**src/rtl/lcd_timing_regs.sv**
```systemverilog
// lcd_timing_regs: LCD timing and status register block on the CPU external bus.
// Holds LCDC/STAT/SCY/SCX/LYC/WY/WX, runs the dot/line counters and the STAT
// mode sequence, and raises one-cycle VBlank and STAT interrupt pulses.
//
// Ports:
//   clock, reset       one dot per clock; reset is asynchronous, active-high
//   addr, data_in      CPU bus address and write data
//   mem_we, mem_re     CPU write / read strobes
//   data_out           read data for the FF40-FF4B map (8'hFF when not decoded)
//   data_out_en        bus tristate enable: read strobe, no write, address hit
//   vblank_irq         one-cycle pulse on the LY 143->144 transition
//   stat_irq           one-cycle pulse on each rising edge of the STAT line
//   ly, mode           current line and current STAT mode
module lcd_timing_regs #(
    parameter int unsigned DOTS_PER_LINE   = 456,
    parameter int unsigned LINES_PER_FRAME = 154,
    parameter int unsigned VISIBLE_LINES   = 144,
    parameter int unsigned OAM_DOTS        = 80,
    parameter int unsigned XFER_DOTS       = 172
) (
    input  logic        clock,
    input  logic        reset,
    input  logic [15:0] addr,
    input  logic [7:0]  data_in,
    input  logic        mem_we,
    input  logic        mem_re,
    output logic [7:0]  data_out,
    output logic        data_out_en,
    output logic        vblank_irq,
    output logic        stat_irq,
    output logic [7:0]  ly,
    output logic [1:0]  mode
);

    localparam int unsigned DOT_W = 9;
    localparam int unsigned LY_W  = 8;

    localparam logic [DOT_W-1:0] DOT_LAST  = DOT_W'(DOTS_PER_LINE - 1);
    localparam logic [DOT_W-1:0] DOT_XFER  = DOT_W'(OAM_DOTS);
    localparam logic [DOT_W-1:0] DOT_HBL   = DOT_W'(OAM_DOTS + XFER_DOTS);
    localparam logic [LY_W-1:0]  LY_LAST   = LY_W'(LINES_PER_FRAME - 1);
    localparam logic [LY_W-1:0]  LY_VBLANK = LY_W'(VISIBLE_LINES);
    localparam logic [LY_W-1:0]  LY_PREVB  = LY_W'(VISIBLE_LINES - 1);

    localparam logic [3:0] OFS_LCDC = 4'h0;
    localparam logic [3:0] OFS_STAT = 4'h1;
    localparam logic [3:0] OFS_SCY  = 4'h2;
    localparam logic [3:0] OFS_SCX  = 4'h3;
    localparam logic [3:0] OFS_LY   = 4'h4;
    localparam logic [3:0] OFS_LYC  = 4'h5;
    localparam logic [3:0] OFS_WY   = 4'hA;
    localparam logic [3:0] OFS_WX   = 4'hB;

    typedef enum logic [1:0] {
        MODE_HBLANK = 2'd0,
        MODE_VBLANK = 2'd1,
        MODE_OAM    = 2'd2,
        MODE_XFER   = 2'd3
    } mode_t;

    // Register state
    logic [7:0]       lcdc_q, scy_q, scx_q, lyc_q, wy_q, wx_q;
    logic [3:0]       stat_en_q;
    logic [DOT_W-1:0] dot_q;
    logic [LY_W-1:0]  ly_q;
    mode_t            mode_q;
    logic             coinc_q, line_q, vblank_q, stat_irq_q;

    // Next-state values
    logic [DOT_W-1:0] dot_n;
    logic [LY_W-1:0]  ly_n;
    mode_t            mode_n;
    logic [3:0]       stat_en_n;
    logic             en_next, coinc_n, line_n, vblank_n, stat_irq_n;

    // Bus decode
    logic       hit;
    logic [7:0] rd_data;
    logic       wr, wr_lcdc, wr_stat, wr_ly;

    // Mode for a given line/dot position while the LCD is running
    function automatic mode_t mode_for(input logic [LY_W-1:0] l, input logic [DOT_W-1:0] d);
        mode_t m;
        if (l >= LY_VBLANK)    m = MODE_VBLANK;
        else if (d < DOT_XFER) m = MODE_OAM;
        else if (d < DOT_HBL)  m = MODE_XFER;
        else                   m = MODE_HBLANK;
        return m;
    endfunction

    // Address decode and combinational read mux
    always_comb begin
        hit     = 1'b0;
        rd_data = 8'hFF;
        if (addr[15:4] == 12'hFF4) begin
            case (addr[3:0])
                OFS_LCDC: begin hit = 1'b1; rd_data = lcdc_q; end
                OFS_STAT: begin hit = 1'b1; rd_data = {1'b1, stat_en_q, coinc_q, 2'(mode_q)}; end
                OFS_SCY:  begin hit = 1'b1; rd_data = scy_q; end
                OFS_SCX:  begin hit = 1'b1; rd_data = scx_q; end
                OFS_LY:   begin hit = 1'b1; rd_data = ly_q; end
                OFS_LYC:  begin hit = 1'b1; rd_data = lyc_q; end
                OFS_WY:   begin hit = 1'b1; rd_data = wy_q; end
                OFS_WX:   begin hit = 1'b1; rd_data = wx_q; end
                default:  ;
            endcase
        end
    end

    assign wr      = mem_we & hit;
    assign wr_lcdc = wr & (addr[3:0] == OFS_LCDC);
    assign wr_stat = wr & (addr[3:0] == OFS_STAT);
    assign wr_ly   = wr & (addr[3:0] == OFS_LY);

    assign data_out    = rd_data;
    assign data_out_en = mem_re & ~mem_we & hit;
    assign vblank_irq  = vblank_q;
    assign stat_irq    = stat_irq_q;
    assign ly          = ly_q;
    assign mode        = 2'(mode_q);

    // Counters, mode sequence and interrupt next-state
    always_comb begin
        dot_n      = dot_q;
        ly_n       = ly_q;
        mode_n     = mode_q;
        en_next    = lcdc_q[7];
        stat_en_n  = stat_en_q;
        coinc_n    = 1'b0;
        line_n     = 1'b0;
        vblank_n   = 1'b0;
        stat_irq_n = 1'b0;

        // A same-edge LCDC write decides the enable seen by this edge
        if (wr_lcdc) en_next = data_in[7];

        if (!en_next) begin
            dot_n  = '0;
            ly_n   = '0;
            mode_n = MODE_HBLANK;
        end else if (!lcdc_q[7] || wr_ly) begin
            // Re-enable or an LY write restarts the frame; the clear beats a wrap
            dot_n  = '0;
            ly_n   = '0;
            mode_n = MODE_OAM;
        end else begin
            if (dot_q == DOT_LAST) begin
                dot_n = '0;
                ly_n  = (ly_q == LY_LAST) ? '0 : ly_q + 8'd1;
            end else begin
                dot_n = dot_q + 9'd1;
            end
            mode_n = mode_for(ly_n, dot_n);
        end

        if (wr_stat) stat_en_n = data_in[6:3];

        // Compare uses current LY/LYC, so STAT[2] trails an LY change by a cycle
        coinc_n = (ly_q == lyc_q);

        line_n = (stat_en_n[3] & coinc_n)
               | (stat_en_n[2] & (mode_n == MODE_OAM))
               | (stat_en_n[1] & (mode_n == MODE_VBLANK))
               | (stat_en_n[0] & (mode_n == MODE_HBLANK));

        vblank_n   = en_next & (ly_q == LY_PREVB) & (ly_n == LY_VBLANK);
        stat_irq_n = en_next & line_n & ~line_q;
    end

    // State registers
    always_ff @(posedge clock or posedge reset) begin
        if (reset) begin
            lcdc_q     <= 8'h91;
            stat_en_q  <= 4'h0;
            scy_q      <= 8'h00;
            scx_q      <= 8'h00;
            lyc_q      <= 8'h00;
            wy_q       <= 8'h00;
            wx_q       <= 8'h00;
            dot_q      <= '0;
            ly_q       <= '0;
            mode_q     <= MODE_OAM;
            coinc_q    <= 1'b0;
            line_q     <= 1'b0;
            vblank_q   <= 1'b0;
            stat_irq_q <= 1'b0;
        end else begin
            if (wr_lcdc) lcdc_q <= data_in;
            if (wr && addr[3:0] == OFS_SCY) scy_q <= data_in;
            if (wr && addr[3:0] == OFS_SCX) scx_q <= data_in;
            if (wr && addr[3:0] == OFS_LYC) lyc_q <= data_in;
            if (wr && addr[3:0] == OFS_WY)  wy_q  <= data_in;
            if (wr && addr[3:0] == OFS_WX)  wx_q  <= data_in;
            stat_en_q  <= stat_en_n;
            dot_q      <= dot_n;
            ly_q       <= ly_n;
            mode_q     <= mode_n;
            coinc_q    <= coinc_n;
            line_q     <= line_n;
            vblank_q   <= vblank_n;
            stat_irq_q <= stat_irq_n;
        end
    end

endmodule
```
**config.mk**
```make
export PLATFORM = sky130hd
export DESIGN_NAME = lcd_timing_regs
export DESIGN_NICKNAME = d
export VERILOG_FILES = /design/src/rtl/lcd_timing_regs.sv
export SDC_FILE = /design/constraint.sdc
export NUM_CORES = 1
export LEC_CHECK = 0
export ABC_AREA = 1
export CORE_MARGIN = 3
export CORE_UTILIZATION = 40
export CTS_BUF_LIST = sky130_fd_sc_hd__clkbuf_4 sky130_fd_sc_hd__clkbuf_8 sky130_fd_sc_hd__clkbuf_16
export DETAILED_ROUTE_END_ITERATION = 10
export PLACE_DENSITY = 0.59
export SLEW_MARGIN = 20
export SYNTH_ARGS = -nofsm -noshare
export SYNTH_HDL_FRONTEND = slang
export SYNTH_SLANG_ARGS = --single-unit
```
**constraint.sdc**
```tcl
create_clock -name clock -period 3.4 [get_ports clock]
set_input_delay 1.02 -clock clock [delete_from_list [all_inputs] [get_ports clock]]
set_output_delay 1.02 -clock clock [all_outputs]
set_load 0.005 [all_outputs]
```
==> results of run 1 <==
## power by group through the flow
| stage | clock (W) | combinational [W] | sequential [W] |
|---|---|---|---|
| 2_1_floorplan | 0 | 0.000131 | 0.000967 |
| 3_3_place_gp | 0 | 0.000235 | 0.000979 |
| 3_5_place_dp | 0 | 0.000237 | 0.000980 |
| 4_1_cts | 0.000701 | 0.000248 | 0.000963 |
| 5_1_grt | 0.000742 | 0.000280 | 0.000967 |
| 6_report | 0.000687 | 0.000252 | 0.000962 |
## routing by layer
layer	vias to the layer above	track usage, %	wire length [um]
li1	1808	-	-
met1	1809	27.8	5120
met2	136	37.7	5970
met3	15	5.02	760
met4	0	5.06	112
met5	-	0	0
## cells in the mapped netlist, drive strengths merged, types with 5 or more instances
| library cell | instances | share of area (%) |
|---|---|---|
| a221oi | 12 | 2.7 |
| a32o | 13 | 3.3 |
| clkbuf | 9 | 0.89 |
| dfrtp | 71 | 45 |
| inv | 54 | 5.3 |
| nand2 | 130 | 13 |
| nand3 | 26 | 3.4 |
| nand4 | 7 | 1.1 |
| nor2 | 59 | 6.7 |
| nor3 | 7 | 1.4 |
| o21ai | 57 | 7.2 |
| xnor2 | 5 | 1.1 |
| xor2 | 6 | 1.3 |
## cells by family after synthesis
kind of cell	after synthesis
buffers and inverters	67
adders and majority gates	3
and+or+nand+nor	233
xor gates and xnor gates	11
AOI/OAI and AO/OA	95
DFF	75
## flip-flops by register name, indices dropped and copies added (netlist names)
name	count
vblank_irq	1
lyc_q	8
scy_q	8
wx_q	8
dot_q	9
wy_q	8
scx_q	8
stat_en_q	4
mode	2
coinc_q	1
ly	8
line_q	1
lcdc_q	8
stat_irq	1
## layout make-up
| cell class | count | area share (%) |
|---|---|---|
| Timing Repair Buffer | 94 | 15.3 |
| Multi-Input combinational cell | 342 | 37.7 |
| Sequential cell | 75 | 35.6 |
| Inverter | 58 | 4.54 |
| Tap cell | 129 | 3.05 |
| Clock buffer | 10 | 2.49 |
| Clock inverter | 6 | 1.28 |
## path summary, 6_finish.rpt
| path | end | slack [ns] | cells after the start |
|---|---|---|---|
| worst max-delay path | data_out[2] | 0.06 | 11 |
| worst min-delay path | dot_q[0]$_DFF_PP0_ | 0.48 | 1 |
| worst max register to register | stat_irq$_DFF_PP0_ | 1.16 | 15 |
| worst min register to register | dot_q[0]$_DFF_PP0_ | 0.48 | 1 |
| max in group asynchronous | lcdc_q[7]$_DFFE_PP1N_ | 1.97 | 3 |
| min in group asynchronous | vblank_irq$_DFF_PP0_ | 1.08 | 3 |
## per-stage QoR
stage                     worst slack, ns  hold slack (ns)  cell area, um^2
after CTS                         0.00396            0.484             5260
after global placement             -0.764            0.465             4810
after global routing              -0.0229            0.513             5290
final                              0.0635            0.478             5290
after floorplan                     0.425            0.429             3950
after detailed placement           -0.762            0.475             4810
## worst max-delay path, delay by kind of cell
family                 cells  cell delay, ns
buffers and inverters      6            0.63
AO/OA/AOI/OAI              2            0.42
AND/OR/NAND/NOR            3            0.24
## what timing repair did
| action | CTS | global route |
|---|---|---|
| setup endpoints to repair | 9 | 8 |
| hold endpoints to repair | 0 | 0 |
| setup buffers | 13 | 3 |
| pin swaps | 25 | 12 |
| resized for setup | 103 | 24 |
==> results by group, run 1 <==
Timing
  – Worst-margin pin slew: 0.538 ns
  – Post-route minimum period: 3.34 ns
  – Fin Clk Skew: 0.0111 ns
  – Final Hold Viols: 0
  – Max Slew Vio Count: 0
  – Slew headroom: 64.0%
  – F_max: 0.300 GHz
  – Count of final setup violators: 0
  – Period utilization: 98.1%
  – Post-Route Setup TNS: 0 ns

Finish
  – FF/Latch Area: 1880 um^2
  – Layout cells sized above 1: 23.4%
  – Commonest non-fill, non-tap cell in the layout: nand2_1
  – Diodes inserted: 0
  – Core Util, Final: 56.1%
  – Multi-input logic area: 1990 um^2
  – # nets final: 611
  – Area delta synth->final: 34.0%
  – Most frequent cells in the layout: 121 x nand2_1, 71 x dfrtp_1, 53 x o21ai_0
  – Fillcell total: 862
  – Post-Layout Cell Count: 714

Clock tree
  – TritonCTS Buffers: 9
  – Clk Latency, worst-skew pair: 0.35 ns
  – H-tree Lvls: 3
  – Clk slew on worst S/H paths: 0.08 ns
  – CTS Sinks: 75
  – CTS Hold Bufs: 0
  – CTS Root Cell: clkbuf_8
  – CTS Buffer Depth: 2
  – CTS tree: built

Route
  – DR WL/cell: 16.8 um
  – Post-route ant nets: 0
  – DR iter-0 viols: 252
  – Drt first pass iters: 5
  – DRC viols: 0
  – Total wire length: 12000 um
  – Vias/cell: 5.28
  – Via Count: 3768

Min path
  – HP Start: dot_q[0]$_DFF_PP0_
  – Hold Crit Class: flop to flop

Critical path
  – Crit Reg-Reg Startpoint: dot_q[0]$_DFF_PP0_
  – Slowest stage delay, CP: 0.22 ns
  – Crit-path cells: buf_6 -> buf_6 -> inv_2 -> nor2_1 -> nand2_1 -> clkinv_4 -> buf_6 -> a32o_1 -> a221oi_2 -> nand2_1 -> buf_2
  – Critical Path Fanout Max: 6
  – Worst Path Required: 2.38 ns
  – Most frequent CP cell: buf_6
  – Critical path arrival: 2.32 ns
  – Setup crit end kind: output port
  – Critical path type: primary input to output port
  – Critical path's slowest cell: a32o_1
  – Critical path startpoint: addr[1]
  – Startpoint Class: primary input

Power
  – Reg power frac: 50.6%
  – Pwr Total: 0.00190 W
  – Logic pwr share: 13.3%
  – Net Switching: 0.000532 W
  – Clock share of power: 36.1%
  – Worst IR Drop VDD: 0.214 mV
  – Internal Power: 0.00137 W
  – PD cells: 360 nW/um^2
  – Static Leak: 2.54 nW
  – Sw frac: 28.0%

Job
  – Max Cap Violations: 0

Yosys
  – Post-synth cell types: 37
  – Top FF cell, synth: dfrtp_1
  – Post-Synth XOR/XNOR Area: 2.44%
  – Netlist Area Pre-Place: 3950 um^2
  – Main combinational cell family by area after synthesis: simple AND/OR/NAND/NOR gates
  – Yosys warning count: 0
  – Post-synthesis cell count: 484
  – Mux cell area share after synthesis: 0%
  – Sequential share of the synthesized area: 47.7%
  – Synth Net Count: 515
  – Adder-Cell Fraction of Synth Area: 0.951%
  – Number of synthesized register bits: 75
  – Avg Inst Size Synth: 8.15 um^2
  – Compound-cell area share of the yosys netlist: 15.8%
  – EDFF count, synth: 0
  – Simple-gate share of the synthesized area: 26.5%
  – Post-synth ARST share: 100%

Placement
  – Routability cong.: 0.904
  – # placed instances: 684
  – Post-detail-place hpwl: 8620 um
  – I/O Buffers: 48

Floorplanning
  – Die area: 11100 um^2
  – Die H: 105 um
  – Initial Util: 41.9%
  – Row count: 35
  – Die width: 105 um
  – Core area: 9420 um^2
  – Boundary Pins: 49

Global routing
  – Pin count of the biggest net entering global routing: 76
  – First-pass GRT wire length: 19000 um
  – Initial antenna violation count: 0
  – Gr usage total: 21.8%
  – Total grt overflow: 0
  – Vias in the first global route: 3643

Status
  – Status: complete, no violations
Power figures use the tool's default switching activity.
==> run 2, diff against run 1 <==
--- a/config.mk
+++ b/config.mk
@@ -9,6 +9,7 @@
 export CORE_MARGIN = 3
 export CORE_UTILIZATION = 40
 export CTS_BUF_LIST = sky130_fd_sc_hd__clkbuf_4 sky130_fd_sc_hd__clkbuf_8 sky130_fd_sc_hd__clkbuf_16
+export CTS_CLUSTER_SIZE = 24
 export DETAILED_ROUTE_END_ITERATION = 10
 export PLACE_DENSITY = 0.59
 export SLEW_MARGIN = 20
==> results of run 2 <==
Final layout, timing and power as in run 1 (identical DEF).
